[src/rtl/sll_iter_unit.sv]
// sll_iter_unit: iterative shift-left-logical unit, STEP bits per cycle, valid/ready on both sides.
// Optional sticky overflow output `ovf` is built only when SLL_OVF_FLAG_EN is defined.
module sll_iter_unit #(
    parameter int WIDTH = 32,
    parameter int STEP  = 1
) (
    input  logic             clock,
    input  logic             reset_n,
    input  logic             in_valid,
    output logic             in_ready,
    input  logic [WIDTH-1:0] a,
    input  logic [WIDTH-1:0] b,
    output logic             out_valid,
    input  logic             out_ready,
    output logic [WIDTH-1:0] res_low,
    output logic             one_signal
`ifdef SLL_OVF_FLAG_EN
    ,
    output logic             ovf
`endif
);
    localparam int CW   = $clog2(WIDTH);
    localparam int SW   = $clog2(STEP) + 1;
    localparam int CNTW = (CW > SW) ? CW : SW;
    localparam logic [WIDTH-1:0] W_LIM  = WIDTH'(WIDTH);
    localparam logic [CNTW-1:0]  STEP_C = CNTW'(STEP);

    typedef enum logic [1:0] {IDLE, SHIFT, DONE} state_t;

    state_t           r_state, w_state_next;
    logic [WIDTH-1:0] r_res, w_res_next;
    logic [WIDTH-1:0] r_a_lat, w_a_lat_next;
    logic [CNTW-1:0]  r_count, w_count_next;
    logic             r_out_valid, w_out_valid_next;
    logic             r_one, w_one_next;

    logic             w_idle;
    logic             w_b_zero;
    logic             w_b_big;
    logic [WIDTH-1:0] w_src;
    logic [WIDTH-1:0] w_shifted;
    logic [CNTW-1:0]  w_cnt;
    logic [CNTW-1:0]  w_n;
    logic [CNTW-1:0]  w_cnt_rem;

    // One shifter serves both the accept edge and SHIFT: the first step is
    // folded into the accept so an op needs ceil(b/STEP) edges in total.
    assign w_idle    = (r_state == IDLE);
    assign w_b_zero  = (b == '0);
    assign w_b_big   = (b >= W_LIM);
    assign w_src     = w_idle ? a : r_res;
    assign w_cnt     = w_idle ? CNTW'(b[CW-1:0]) : r_count;
    assign w_n       = (w_cnt < STEP_C) ? w_cnt : STEP_C;
    assign w_cnt_rem = w_cnt - w_n;

`ifdef SLL_OVF_FLAG_EN
    logic                  r_ovf, w_ovf_next;
    logic [WIDTH+STEP-1:0] w_wide;
    logic                  w_lost;

    // The top STEP bits of the widened shift are exactly the bits pushed out.
    assign w_wide    = {{STEP{1'b0}}, w_src} << w_n;
    assign w_shifted = w_wide[WIDTH-1:0];
    assign w_lost    = (w_wide[WIDTH+STEP-1:WIDTH] != '0);
    assign ovf       = r_ovf;
`else
    assign w_shifted = w_src << w_n;
`endif

    always_comb begin
        w_state_next     = r_state;
        w_res_next       = r_res;
        w_a_lat_next     = r_a_lat;
        w_count_next     = r_count;
        w_out_valid_next = r_out_valid;
        w_one_next       = r_one;
`ifdef SLL_OVF_FLAG_EN
        w_ovf_next       = r_ovf;
`endif
        case (r_state)
            IDLE: begin
                if (in_valid) begin
                    w_a_lat_next = a;
                    w_one_next   = 1'b0;
`ifdef SLL_OVF_FLAG_EN
                    w_ovf_next   = 1'b0;
`endif
                    if (w_b_zero) begin
                        w_res_next       = a;
                        w_count_next     = '0;
                        w_state_next     = DONE;
                        w_out_valid_next = 1'b1;
                    end else if (w_b_big) begin
                        w_res_next       = '0;
                        w_count_next     = '0;
                        w_state_next     = DONE;
                        w_out_valid_next = 1'b1;
                        w_one_next       = (a != '0);
`ifdef SLL_OVF_FLAG_EN
                        w_ovf_next       = (a != '0);
`endif
                    end else begin
                        w_res_next   = w_shifted;
                        w_count_next = w_cnt_rem;
`ifdef SLL_OVF_FLAG_EN
                        w_ovf_next   = w_lost;
`endif
                        if (w_cnt_rem == '0) begin
                            w_state_next     = DONE;
                            w_out_valid_next = 1'b1;
                            w_one_next       = (a != '0) && (w_shifted == '0);
                        end else begin
                            w_state_next = SHIFT;
                        end
                    end
                end
            end
            SHIFT: begin
                w_res_next   = w_shifted;
                w_count_next = w_cnt_rem;
`ifdef SLL_OVF_FLAG_EN
                w_ovf_next   = r_ovf | w_lost;
`endif
                if (w_cnt_rem == '0) begin
                    w_state_next     = DONE;
                    w_out_valid_next = 1'b1;
                    w_one_next       = (r_a_lat != '0) && (w_shifted == '0);
                end
            end
            DONE: begin
                if (out_ready) begin
                    w_state_next     = IDLE;
                    w_out_valid_next = 1'b0;
                end
            end
            default: begin
                w_state_next     = IDLE;
                w_out_valid_next = 1'b0;
            end
        endcase
    end

    always_ff @(posedge clock or negedge reset_n) begin
        if (!reset_n) begin
            r_state     <= IDLE;
            r_res       <= '0;
            r_a_lat     <= '0;
            r_count     <= '0;
            r_out_valid <= 1'b0;
            r_one       <= 1'b0;
`ifdef SLL_OVF_FLAG_EN
            r_ovf       <= 1'b0;
`endif
        end else begin
            r_state     <= w_state_next;
            r_res       <= w_res_next;
            r_a_lat     <= w_a_lat_next;
            r_count     <= w_count_next;
            r_out_valid <= w_out_valid_next;
            r_one       <= w_one_next;
`ifdef SLL_OVF_FLAG_EN
            r_ovf       <= w_ovf_next;
`endif
        end
    end

    assign in_ready   = w_idle;
    assign out_valid  = r_out_valid;
    assign res_low    = r_res;
    assign one_signal = r_one;

endmodule

[config.mk]
export PLATFORM = sky130hd
export DESIGN_NAME = sll_iter_unit
export DESIGN_NICKNAME = d
export VERILOG_FILES = /design/src/rtl/sll_iter_unit.sv
export SDC_FILE = /design/constraint.sdc
export NUM_CORES = 1
export LEC_CHECK = 0
export CAP_MARGIN = 20
export CORE_AREA = 2 2 104 106
export DETAILED_ROUTE_END_ITERATION = 10
export DIE_AREA = 0 0 106 108
export GPL_TIMING_DRIVEN = 1
export PLACE_DENSITY = 0.74
export SYNTH_ARGS = -nofsm -noshare
export SYNTH_HDL_FRONTEND = slang
export SYNTH_SLANG_ARGS = --single-unit
[constraint.sdc]
create_clock -name clock -period 2.65 [get_ports clock]
set_clock_uncertainty 0.15 [all_clocks]
set_input_delay 0.53 -clock clock [delete_from_list [all_inputs] [get_ports clock]]
set_output_delay 0.53 -clock clock [all_outputs]
set_load 0.02 [all_outputs]
==> results.toml, run 1 <==
[timing]
fmax_mhz = 358.8
hold_violations = 0
post-route-period-util_pct = 105.2
tightest_slew_ns = 0.6070
min_period_ns = 2.787
rsz0062_at_grt = "yes"
fin_tns_setup_ns = -0.1371
slew_violations = 0
setup_viol = 1
setup_ws_ns = -0.1371
whs_ns = 0.01281
slew_headroom_pct = 59.16

[synth]
netlist.area_leader.share_pct = 40.44
yosys_warnings = 0
yosysSeqAreaShare_pct = 40.44
synth_edf_count = 0
syn-instance-count = 472
ys.flop_type = "dfrtp_1"
synth_area_leader_cell = "dfrtp_1"
synth_area_leaders = "dfrtp_1 (40%), mux4_2 (12%), nand2_1 (12%)"
synth-async-reset-ratio_pct = 100.0
ys_types = 49
syn-num-nets = 541
yosys_register_bits = 73
syn_avg_cell_area_um2 = 9.570
syn_area_um2 = 4517

[finish]
diodes = 0
mostFrequentLayoutCells = "nand2_1 (144), clkdlybuf4s50_1 (97), buf_4 (80)"
mostFrequentLayoutCell = "nand2_1"
area_delta_synth_final_pct = 46.04
multi_input_area_um2 = 2561
layout-drive-gt1-share_pct = 24.12
final_util_pct = 64.47
nets = 715
final-seq-area_um2 = 1827
fin_cells = 787
fill_cells = 846

[setup_path]
crit_type = "reg -> reg"
crit_path_end_kind = "flop"
critPathMostFrequentCell = "buf_6"
r2r_start = "r_state[0]"
reg2reg_slack_ns = -0.14
crit_chain = "or2_4 -> inv_8 -> mux2i_4 -> buf_6 -> nand3_4 -> buf_6 -> mux4_2 -> or4_1 -> o31ai_2"
critical-path-max-stage-delay_ns = 0.43
critPathLaunch = "r_state[0]"
arrival_ns = 2.90
r2r_cells = 9
crit_fanout = 6
start_kind = "flop"
cp_slowest_cell = "or4_1"
worstPathRequired_ns = 2.77
worst_r2r_endpoint = "one_signal"

[detailed_routing]
viasPerCell = 6.014
wl_um = 15830
drc_errors = 0
wl_per_cell_um = 20.11
ant_nets = 0
drtIter0Drc = 570
dr.pass1.iters = 6
vias = 4733

[clock_network]
numCtsBuffers = 9
cts_max_level = 3
root_buffer = "clkbuf_8"
cts_tree = "built"
clock_latency_ns = 0.36
cts.sinks = 73
clk_path_buf_depth = 2
cts.reportedPaths.clkPinSlew_ns = 0.08

[place]
portBuffers = 102
hpwl_um = 11340
gp_congestion = 0.9130
dp_cells = 751

[floorplanning]
initial_utilization_pct = 44.15
die_h_um = 108
ioPinCount = 103
core_um2 = 10230
die_x_um = 106
rows = 37
die_area_um2 = 11450

[outcome]
violations = "negative setup slack"
status = "complete, but fails checks"

[global_routing]
grt_pass1_wl_um = 25610
grt_max_degree = 74
antenna_found_initial = 0
first_global_vias = 4794
grtUsageTotal_pct = 28.94
grt-ovfl-total = 0

[pwr]
ir_drop_mv = 0.5914
p_per_area_nw_per_um2 = 1046
leakage_nw = 3.010

[worst_hold_path]
hp-class = "in -> async"

[run]
cap_violations = 0
-- registers in the layout (all words and copies together), names as in the netlist --
register / count
r_a_lat: 32
res_low: 32
r_count: 5
r_state: 2
one_signal: 1
out_valid: 1
-- where the power goes --
part           total, mW  switching (mW)  internal (mW)
clock network      0.895           0.438          0.458
logic               4.09            1.97           2.12
registers           1.91           0.403           1.51
-- Yosys cell counts, types with 5 or more instances --
master and instances:
a22oi_1 32, mux4_1 6, nor3_1 19, o21ai_0 6, dfrtp_1 73, clkbuf_1 21, nand3_1 40, mux4_2 25
or4_1 5, buf_2 5, nor2_1 15, nand2_1 145, nor4_1 22
-- metrics by stage --
| stage | area (um2) | setup WS, ns | power [mW] |
|---|---|---|---|
| after CTS | 6499 | -0.08110 | 6.645 |
| after detailed placement | 6167 | -0.5763 | 5.455 |
| after global placement | 6167 | -0.4958 | 5.377 |
| final | 6596 | -0.1371 | 6.896 |
| after floorplan | 4528 | -0.07464 | 4.157 |
| after global routing | 6596 | -0.2307 | 7.320 |
-- area by class of cell --
type / instances / share of cell area (%)
Multi-Input combinational cell: 363 / 38.83
Sequential cell: 73 / 27.69
Timing Repair Buffer: 196 / 27.64
Tap cell: 136 / 2.580
Clock buffer: 11 / 2.143
Clock inverter: 5 / 0.8346
Inverter: 3 / 0.2845
-- how the worst max path moves through the flow --
stage	end	slack [ns]	cells after the start
after detailed placement	one_signal	-0.58	10
after global placement	one_signal	-0.50	9
after CTS	one_signal	-0.08	10
after global routing	one_signal	-0.23	11
after floorplan	one_signal	-0.07	10
final	one_signal	-0.14	9
-- worst max-delay path: cells and delay by family, from the launching register on --
family,cells,cell delay [ns]
AND/OR/NAND/NOR,3,0.84
AO/OA/AOI/OAI,1,0.27
buffers and inverters,3,0.42
flip-flops,1,0.41
multiplexers,2,0.61
-- cells by family (layout without fill, tap and decap cells) --
family	count (synthesis)	after routing	share of synthesized area, %
AND/OR/NAND/NOR	259	259	25.90
flip-flops	73	73	40.44
AO/OA/AOI/OAI	66	66	11.66
multiplexers	36	36	17.34
buffers and inverters	36	215	4.183
adder cells (fa/ha/maj)	1	1	0.2770
XOR/XNOR	1	1	0.1939
-- layer usage --
layer / track usage, % / up-vias / wire length, um
li1: - / 2107 / -
met4: 13.06 / 0 / 472
met1: 37.21 / 2307 / 6291
met3: 5.787 / 41 / 1438
met2: 47.70 / 278 / 7625
met5: 0 / - / 0
-- repair_timing --
| item | in CTS | in global routing |
|---|---|---|
| buffers inserted | 16 | 6 |
| pin swaps | 9 | 8 |
| hold buffers | 0 | 0 |
| resized for setup | 10 | 17 |
| endpoints found under the setup margin | 1 | 2 |
(Power assumes the default switching activity.)
==> run 2: changes to the inputs <==
--- a/config.mk
+++ b/config.mk
@@ -6,11 +6,12 @@
 export NUM_CORES = 1
 export LEC_CHECK = 0
 export CAP_MARGIN = 20
-export CORE_AREA = 2 2 104 106
+export CORE_AREA = 2 2 110 112
 export DETAILED_ROUTE_END_ITERATION = 10
-export DIE_AREA = 0 0 106 108
+export DIE_AREA = 0 0 112 114
 export GPL_TIMING_DRIVEN = 1
-export PLACE_DENSITY = 0.74
+export PLACE_DENSITY = 0.67
+export SLEW_MARGIN = 20
 export SYNTH_ARGS = -nofsm -noshare
 export SYNTH_HDL_FRONTEND = slang
 export SYNTH_SLANG_ARGS = --single-unit
==> run 2 against run 1 <==
  * The flow still finishes with violations (negative setup slack)
  * First-iteration DRC count decreased by 6.1%
  * Power is 7.4% higher
  * Sequential cell count stayed put
  * Core utilization is 6.6 points lower
  * Register-to-register slack improved by 0.07 ns
  * Critical endpoint unchanged
  * Largest power group unchanged
  * Highest routed layer unchanged
==> results.toml, run 2 (synthesized netlist as in run 1, its figures left out) <==
[place]
hpwl_um = 12330
dp_slack_ns = -0.6270
portBuffers = 102
place_area_um2 = 6231
gp_congestion = 0.9430

[pwr]
p_per_area_nw_per_um2 = 1093
ir_drop_mv = 0.6438
leakage_nw = 3.096
fin_total_pwr_mw = 7.405

[outcome]
violations = "negative setup slack"
status = "complete, but fails checks"

[timing]
fmax_mhz = 368.2
hold_violations = 0
rsz0062_at_grt = "yes"
slew_headroom_pct = 67.85
setup_ws_ns = -0.06608
post-route-period-util_pct = 102.5
tightest_slew_ns = 0.4823
setup_viol = 1
min_period_ns = 2.716
slew_violations = 0

[global_routing]
grt_max_degree = 74
antenna_found_initial = 0
grtUsageTotal_pct = 27.30
grt_pass1_wl_um = 26620
grt-ovfl-total = 0
first_global_vias = 4733

[clock_network]
cts_max_level = 3
cts.reportedPaths.clkPinSlew_ns = 0.06
cts.sinks = 73
clock_latency_ns = 0.35
numCtsBuffers = 9
clk_path_buf_depth = 2
root_buffer = "clkbuf_16"
cts_tree = "built"

[detailed_routing]
vias = 4726
ant_nets = 0
viasPerCell = 5.885
wl_per_cell_um = 20.99
wl_um = 16860
drc_errors = 0
drtIter0Drc = 535
dr.pass1.iters = 5

[floorplanning]
die_x_um = 112
die_h_um = 114
ioPinCount = 103
core_um2 = 11710
die_area_um2 = 12770
rows = 40
initial_utilization_pct = 38.57

[setup_path]
worst_r2r_endpoint = "one_signal"
start_kind = "flop"
cp_slowest_cell = "or4_1"
critical-path-max-stage-delay_ns = 0.49
crit_type = "reg -> reg"
arrival_ns = 2.82
r2r_start = "r_state[0]"
critPathMostFrequentCell = "buf_4"
worstPathRequired_ns = 2.75
r2r_cells = 9
crit_fanout = 5
crit_path_end_kind = "flop"
reg2reg_slack_ns = -0.07
critPathLaunch = "r_state[0]"
crit_chain = "or2_4 -> inv_8 -> mux2i_4 -> buf_4 -> buf_4 -> nand3b_1 -> a21o_1 -> or4_1 -> o31ai_2"

[finish]
fill_cells = 1061
mostFrequentLayoutCell = "nand2_1"
diodes = 0
area_delta_synth_final_pct = 50.06
layout-drive-gt1-share_pct = 24.39
mostFrequentLayoutCells = "nand2_1 (144), clkdlybuf4s50_1 (97), buf_4 (89)"
fin_area_um2 = 6778
nets = 720

[worst_hold_path]
hp-class = "in -> async"

[run]
cap_violations = 0
run 2: changes by cell type in the layout (fill, tap and decap cells not counted), sizes merged:
cell,delta
clkinv,-1
bufinv,+2
buf,+3
nand3,+1
clkdlybuf4s15,+3
clkinvlp,-1
dlygate4sd2,-3
inv,+1
run 2: layer usage:
metal | wire length [um] | up-vias | part of all wire [%] | GRT usage (%)
met4 | 370 | 0 | 2.2 | 9.350
met1 | 6677 | 2334 | 40 | 35.68
met3 | 1363 | 35 | 8.1 | 5.420
li1 | - | 2116 | - | -
met5 | 0 | - | 0 | 0
met2 | 8447 | 241 | 50 | 45.86
run 2: timing repair:
item | in CTS | in global routing
setup endpoints to repair | 1 | 2
resized for setup | 16 | 7
buffers inserted | 5 | 8
cloned | 2 | 0
pin swaps | 7 | 7
hold buffers | 0 | 0
run 2: worst max-delay path by stage:
stage / to / slack (ns) / cells past startpoint
after floorplan: one_signal / -0.07 / 10
after global placement: one_signal / -0.54 / 9
after detailed placement: one_signal / -0.63 / 9
after CTS: one_signal / -0.03 / 7
after global routing: one_signal / -0.13 / 10
final: one_signal / -0.07 / 9
run 2: final cells by class:
class	count	area [um2]	share of cell area (%)
multi-input cells	364	2570	37.92
flip-flops and latches	73	1827	26.95
repair buffers	199	1827	26.95
clock buffers	11	242.7	3.581
well taps	147	183.9	2.714
clock inverters	5	102.6	1.514
inverters	3	18.77	0.2769
repair inverters	1	6.256	0.09230
run 2: report_power, final:
part	internal, mW	total (mW)	switching, mW
Clock	0.944	1.42	0.477
Combinational	2.08	4.06	1.97
Sequential	1.51	1.93	0.413
run 2: per-stage QoR:
step           hold slack [ns]  setup TNS, ns  utilization (%)  cells
5_1_grt                0.06782        -0.1311            57.87    803
3_5_place_dp            0.3049         -6.081            53.21    772
4_1_cts                0.07621       -0.02581            56.87    795
2_1_floorplan          0.08441       -0.07464                -    472
3_3_place_gp            0.3031         -3.956            53.21    772
6_report               0.04411       -0.06608            57.87    803
run 2: critical path: cells and delay by family, from the launching register on:
kind	cells	cell delay [ns]
flip-flops	1	0.42
AO/OA/AOI/OAI	2	0.47
multiplexers	1	0.32
AND/OR/NAND/NOR	3	0.88
buffers and inverters	3	0.38
==> run 3: changes to the inputs <==
--- a/config.mk
+++ b/config.mk
@@ -9,8 +9,8 @@
 export CORE_AREA = 2 2 110 112
 export DETAILED_ROUTE_END_ITERATION = 10
 export DIE_AREA = 0 0 112 114
+export DONT_BUFFER_PORTS = 1
 export GPL_TIMING_DRIVEN = 1
-export PLACE_DENSITY = 0.67
 export SLEW_MARGIN = 20
 export SYNTH_ARGS = -nofsm -noshare
 export SYNTH_HDL_FRONTEND = slang
==> run 3 against run 2 <==
  * The run now ends clean
  * Cell area is 21% lower
  * Largest cell class unchanged
  * Critical path depth unchanged
  * Non-clock buffer count shrank 151
  * Worst setup slack gained 0.11 ns
  * Routed wire length is 7.8% lower
  * Largest power group unchanged
  * Sequential share of layout area grew 7.4 points
==> results.toml, run 3 (synthesized netlist as in run 1, its figures left out) <==
[timing]
hold_violations = 0
tightest_slew_ns = 0.5387
post-route-period-util_pct = 98.53
slew_violations = 0
setup_viol = 0
fmax_mhz = 383.0
fin_tns_setup_ns = 0
slew_headroom_pct = 63.75
min_period_ns = 2.611
setup_ws_ns = 0.03893

[pwr]
leakage_nw = 2.434
p_per_area_nw_per_um2 = 1238
netSwitchingFraction_pct = 40.98
power.combinational.fraction_pct = 50.1
seq_power_share_pct = 31.6
ir_drop_mv = 0.7644
p_sw_mw = 2.699
internal_power_mw = 3.888
clock_power_share_pct = 18.3

[floorplanning]
initial_utilization_pct = 38.57
ioPinCount = 103
die_h_um = 114
die_x_um = 112
core_um2 = 11710
die_area_um2 = 12770
rows = 40

[finish]
final_util_pct = 45.44
nets = 568
diodes = 0
fin_cells = 648
mostFrequentLayoutCell = "nand2_1"
area_delta_synth_final_pct = 17.81
fill_cells = 1135
layout-drive-gt1-share_pct = 21.16
mostFrequentLayoutCells = "nand2_1 (144), dfrtp_1 (73), buf_4 (43)"

[global_routing]
grt_pass1_wl_um = 24230
first_global_vias = 4203
grt_max_degree = 74
grt-ovfl-total = 0
grtUsageTotal_pct = 24.75
antenna_found_initial = 0

[clock_network]
cts.sinks = 73
cts.reportedPaths.clkPinSlew_ns = 0.06
root_buffer = "clkbuf_16"
clock_latency_ns = 0.35
cts_tree = "built"
cts_max_level = 3
clk_path_buf_depth = 2
numCtsBuffers = 9

[setup_path]
crit_path_end_kind = "flop"
arrival_ns = 2.72
crit_type = "reg -> reg"
start_kind = "flop"
worstPathRequired_ns = 2.76
crit_fanout = 4
r2r_cells = 9

[place]
portBuffers = 0
hpwl_um = 10860
dp_slack_ns = -0.09060
gp_congestion = 0.9367
dp_cells = 617

[detailed_routing]
vias = 4197
drtIter0Drc = 471
dr.pass1.iters = 5
wl_per_cell_um = 24.00
drc_errors = 0
viasPerCell = 6.477
ant_nets = 0
wl_um = 15550

[worst_hold_path]
hp-class = "in -> reg"
min_path_cells = 2

[run]
cap_violations = 0

[outcome]
status = "completed"
==> run 3: path summary, 6_finish.rpt <==
path / from / end / slack (ns)
min reg2reg: r_a_lat[11] / r_a_lat[11] / 0.33
min in group asynchronous: reset_n / r_a_lat[11] / 0.58
max: r_state[0] / one_signal / 0.04
max in group asynchronous: reset_n / r_count[2] / 1.47
min: a[29] / r_a_lat[29] / 0.14
max reg2reg: r_state[0] / one_signal / 0.04
==> run 3: layer usage <==
| layer | part of all wire [%] | vias to the layer above | GRT usage [%] | routed length [um] |
|---|---|---|---|---|
| li1 | - | 1813 | - | - |
| met1 | 38 | 2097 | 31.65 | 5955 |
| met2 | 48 | 255 | 39.88 | 7533 |
| met3 | 11 | 32 | 9.086 | 1744 |
| met4 | 2.0 | 0 | 7.154 | 318 |
| met5 | 0 | - | 0 | 0 |
==> run 3: what timing repair did <==
action,CTS,global route
gates resized for setup,1,11
hold endpoints to repair,73,0
buffers inserted,2,13
hold buffers,2,0
endpoints found under the setup margin,1,2
cloned,0,1
pin swaps,0,11
==> run 3: metrics by stage <==
| stage | hold WS (ns) | cell area, um2 | total power [mW] |
|---|---|---|---|
| 2_1_floorplan | 0.08441 | 4528 | 4.157 |
| 3_3_place_gp | 0.08682 | 4812 | 4.867 |
| 3_5_place_dp | 0.08661 | 4812 | 4.934 |
| 4_1_cts | 0.1278 | 5150 | 6.223 |
| 5_1_grt | 0.1351 | 5321 | 6.985 |
| 6_report | 0.1362 | 5321 | 6.587 |
==> run 3: final cells by class <==
type	count	area (um2)	area share, %
clock buffers	10	239.0	4.491
repair buffers	48	411.6	7.736
flip-flops and latches	73	1827	34.33
well taps	147	183.9	3.456
clock inverters	3	43.79	0.8229
multi-input cells	364	2592	48.72
inverters	3	23.77	0.4467
==> run 3: power groups by stage <==
stage	clock [mW]	combinational, mW	sequential (mW)
after floorplan	0	2.22	1.94
after global placement	0	2.79	2.07
after detailed placement	0	2.85	2.09
after CTS	1.23	2.92	2.07
after global routing	1.27	3.59	2.13
final	1.20	3.30	2.08
==> run 3: worst max-delay path, stage by stage, from the launching register on <==
cell,delay (ns)
dfrtp_1,0.41
or4_4,0.54
o31ai_4,0.10
nand2_1,0.13
nand2_2,0.11
ha_2,0.18
o21ai_0,0.08
a21o_1,0.18
or4_1,0.41
o31ai_2,0.24
==> edit 1: new RTL, config.mk and constraints of run 3 <==
`r_res` no longer has a reset.
--- a/src/rtl/sll_iter_unit.sv
+++ b/src/rtl/sll_iter_unit.sv
@@ -145,3 +145,2 @@
             r_state     <= IDLE;
-            r_res       <= '0;
             r_a_lat     <= '0;
@@ -155,3 +154,2 @@
             r_state     <= w_state_next;
-            r_res       <= w_res_next;
             r_a_lat     <= w_a_lat_next;
@@ -166,2 +164,6 @@
 
+    always_ff @(posedge clock) begin
+        r_res <= w_res_next;
+    end
+
     assign in_ready   = w_idle;
Behaviour: not the same (Yosys sat finds a counterexample within 4 cycles, from zero or initial values and one cycle with reset_n low).
==> edit 1 against run 3 <==
Non-clock buffer count down 27. Routed wire length down 25%. Power down 25%. Final cell count down 27%. Sequential cell count unchanged. Cell area down 7.2%. Setup slack better by 39 ps. Synthesized area down 5.8%. Via count down 26%. Clock power up 5%. Largest power group is now registers.
==> edit 1: results (changes against run 3) <==
Logic synthesis
  – Synth Area in XOR/XNOR: 0.2058% (+0.012 points)
  – Area share of fa/ha/maj cells after synthesis: 0.2939% (+0.017 points)
  – Post-synth ARST share: 56.16% (-44 points)
  – Cells after synthesis: 311 (-34%)
  – Yosys cell types: 54 (+10%)
  – EDFF count, synth: 32 (+32)
  – Proportion of synthesized area in mux cells: 26.43% (+9.1 points)
  – Compound-Gate Fraction of Synth Area: 11.82% (+0.15 points)
  – Post-synthesis sequential area ratio: 46.68% (+6.2 points)

Worst setup path
  – Crit-path max cell delay: 440 ps (-100 ps)
  – Max FO, Critical Path: 17 (+13)

Clock tree
  – Post-CTS Setup Inserts: 0 (-2)
  – Clock latency on the worst-skew pair: 330 ps (-20 ps)

Route
  – DR WL met2: 5431 microns (-28%)
  – Vias per cell: 6.496 (+0.29%)
  – Met3 WL: 1003 microns (-42%)
  – Iter 0 DRT Violations: 226 (-52%)
  – Detailed-route wire length: 11620 microns (-25%)
  – WL/cell: 24.42 microns (+1.7%)

Placement
  – DP Cell Count: 454 (-26%)
  – Routability cong.: 0.8004 (-15%)

Pwr
  – Leak: 1.771 nW (-27%)
  – Pwr Density: 1002 nW/um^2 (-19%)
  – VDD IR max: 0.0004154 V (-46%)

Cells and area
  – Filler cell count: 1100 (-3.1%)
  – Fin util: 42.18% (-3.3 points)
  – Share of layout cells above drive strength 1: 35.87% (+15 points)

Global route
  – Tot GR Track Use: 17.86% (-6.9 points)

Outcome
  – Status: completed

STA
  – Hold slack: 192.8 ps (+56.60 ps)
==> edit 1: cell types whose count changed after synthesis, sizes merged, moves of 31 or more <==
cell,before,now
nand3,41,4
dfrtp,73,41
mux2,0,34
nand2,145,19
a22oi,32,1
edfxtp,0,32
==> edit 1: kinds of logic after synthesis <==
kind of cell | after synthesis
AOI/OAI and AO/OA | 59
xor gates and xnor gates | 1
adders and majority gates | 1
buffers and inverters | 22
DFF | 73
muxes | 69
and+or+nand+nor | 86
==> edit 1: worst paths after layout <==
check | from | endpoint | slack (ps) | depth (start not counted)
worst max-delay path | r_state[1]$_DFFE_PN0P_ | res_low[18]$_DFFE_PP_ | 80 | 7
worst min-delay path | a[11] | r_a_lat[11]$_DFFE_PN0P_ | 190 | 1
worst max register to register | r_state[1]$_DFFE_PN0P_ | res_low[18]$_DFFE_PP_ | 80 | 7
worst min register to register | r_a_lat[24]$_DFFE_PN0P_ | r_a_lat[24]$_DFFE_PN0P_ | 360 | 1
max in group asynchronous | reset_n | r_state[1]$_DFFE_PN0P_ | 1570 | 2
min in group asynchronous | reset_n | r_a_lat[11]$_DFFE_PN0P_ | 560 | 2
==> edit 1: per-layer routing <==
layer,vias to the layer above,GRT usage [%]
met5,-,0
met4,0,5.935
met3,17,5.685
met2,142,26.83
met1,1605,24.76
li1,1328,-
==> edit 1: area by class of cell <==
| cell class | instances | area share, % |
|---|---|---|
| clock inverters | 4 | 0.5826 |
| clock buffers | 12 | 5.851 |
| repair buffers | 21 | 5.268 |
| inverters | 3 | 0.2280 |
| multi-input cells | 216 | 44.07 |
| well taps | 147 | 3.723 |
| flip-flops and latches | 73 | 40.27 |
==> edit 2: new RTL, flow settings as in run 3 <==
Made on the original files. Build with the macro `SLL_OVF_FLAG_EN` defined.
--- a/src/rtl/sll_iter_unit.sv
+++ b/src/rtl/sll_iter_unit.sv
@@ -2,2 +2,4 @@
 // Optional sticky overflow output `ovf` is built only when SLL_OVF_FLAG_EN is defined.
+`define SLL_OVF_FLAG_EN
+
 module sll_iter_unit #(
Check against the original RTL (old outputs only; new: ovf): equivalent (Yosys induction, for registers that start in step).
==> edit 2 against run 3 <==
The flow now finishes with violations (negative setup slack). Synthesized area down 2.8%. Hold slack better by 1.3 ps. Power down 25%. Cell area up 1.0%. Sequential cell count up 1. Combinational power down 38%. Setup slack worse by 470 ps. Routed wire length down 6.6%.
==> edit 2: results (changes against run 3) <==
Cells and area
  – Share of layout cells above drive strength 1: 23.80% (+2.6 points)
  – Final net count: 585 (+3.0%)

Pwr
  – Sw Pwr: 0.001779 W (-34%)
  – VDD IR max: 0.0009875 V (+29%)
  – Clk pwr: 0.00128 W (+7%)
  – Clock power frac: 26.1% (+7.8 points)

Route
  – Detailed-route wire length: 14520 microns (-6.6%)
  – Vias per cell: 6.073 (-6.2%)
  – Iter 0 DRT Violations: 443 (-5.9%)
  – Total number of vias: 4057 (-3.3%)
  – DR WL met2: 6882 microns (-8.6%)
  – Wire length on met1: 5976 microns (+0.35%)

Logic synthesis
  – Post-synth top cells: nand2_1 (171), dfrtp_1 (74), a22oi_1 (33), mux4_2 (30), nor4_1 (26)
  – Synth top area cells: dfrtp_1 (42%), mux4_2 (15%), nand2_1 (15%)

STA
  – # setup viols final: 1 (+1)
  – Final TNS setup: -431.8 ps (-431.8 ps)
  – Setup WS post-layout: -431.8 ps (-470.8 ps)

Placement
  – Dpl hpwl: 10400 microns (-4.2%)
  – DP Worst Slack: -695.5 ps (-604.9 ps)
  – DP Area: 4903 sq um (+1.9%)
  – DP Cell Count: 647 (+4.9%)

Outcome
  – Status: finished with violations
  – Failing checks: negative setup slack

Clock tree
  – Post-CTS Setup Inserts: 3 (+1)
  – # resized after CTS: 9 (+8)

Global route
  – Tot GR Track Use: 23.30% (-1.4 points)
  – GRT met2 Usage: 37.82% (-2.1 points)

Worst setup path
  – Critical Path AT: 3200 ps (+480 ps)
  – Crit-path max cell delay: 500 ps (-40 ps)
[edit 2: cell count changes in the layout (fill, tap and decap cells not counted), sizes merged, moves of 3 or more]
cell | run 3 | this run
a21o | 3 | 0
a21oi | 3 | 8
buf | 47 | 59
inv | 2 | 7
nand2 | 145 | 171
nand3 | 42 | 2
nor2 | 15 | 18
nor3 | 19 | 13
nor4 | 22 | 26
o21ai | 6 | 16
o31ai | 3 | 0
or3 | 0 | 4
or4 | 5 | 9
[edit 2: area by class of cell]
type | count | share of cell area [%]
inverters | 3 | 0.2561
well taps | 147 | 3.422
repair buffers | 60 | 9.614
clock inverters | 7 | 1.560
clock buffers | 9 | 4.190
multi-input cells | 368 | 46.51
flip-flops and latches | 74 | 34.45
[edit 2: path summary, 6_finish.rpt]
path	from	endpoint	slack [ps]	depth (start not counted)
setup reg to reg	r_state[0]$_DFFE_PN0P_	one_signal$_DFFE_PN0P_	-430	8
hold / removal	a[28]	r_a_lat[28]$_DFFE_PN0P_	140	2
min in group asynchronous	reset_n	res_low[8]$_DFFE_PN0P_	600	2
max in group asynchronous	reset_n	r_a_lat[30]$_DFFE_PN0P_	1440	2
hold reg to reg	r_a_lat[0]$_DFFE_PN0P_	r_a_lat[0]$_DFFE_PN0P_	330	2
setup / recovery	r_state[0]$_DFFE_PN0P_	one_signal$_DFFE_PN0P_	-430	8
[edit 2: logic make-up after synthesis]
family / count (synthesis) / synth area share (%)
flip-flops: 74 / 42.19
AND/OR/NAND/NOR: 258 / 26.03
multiplexers: 36 / 17.27
buffers and inverters: 31 / 2.993
XOR/XNOR: 3 / 0.5987
adder cells (fa/ha/maj): 1 / 0.2850
AO/OA/AOI/OAI: 70 / 10.63
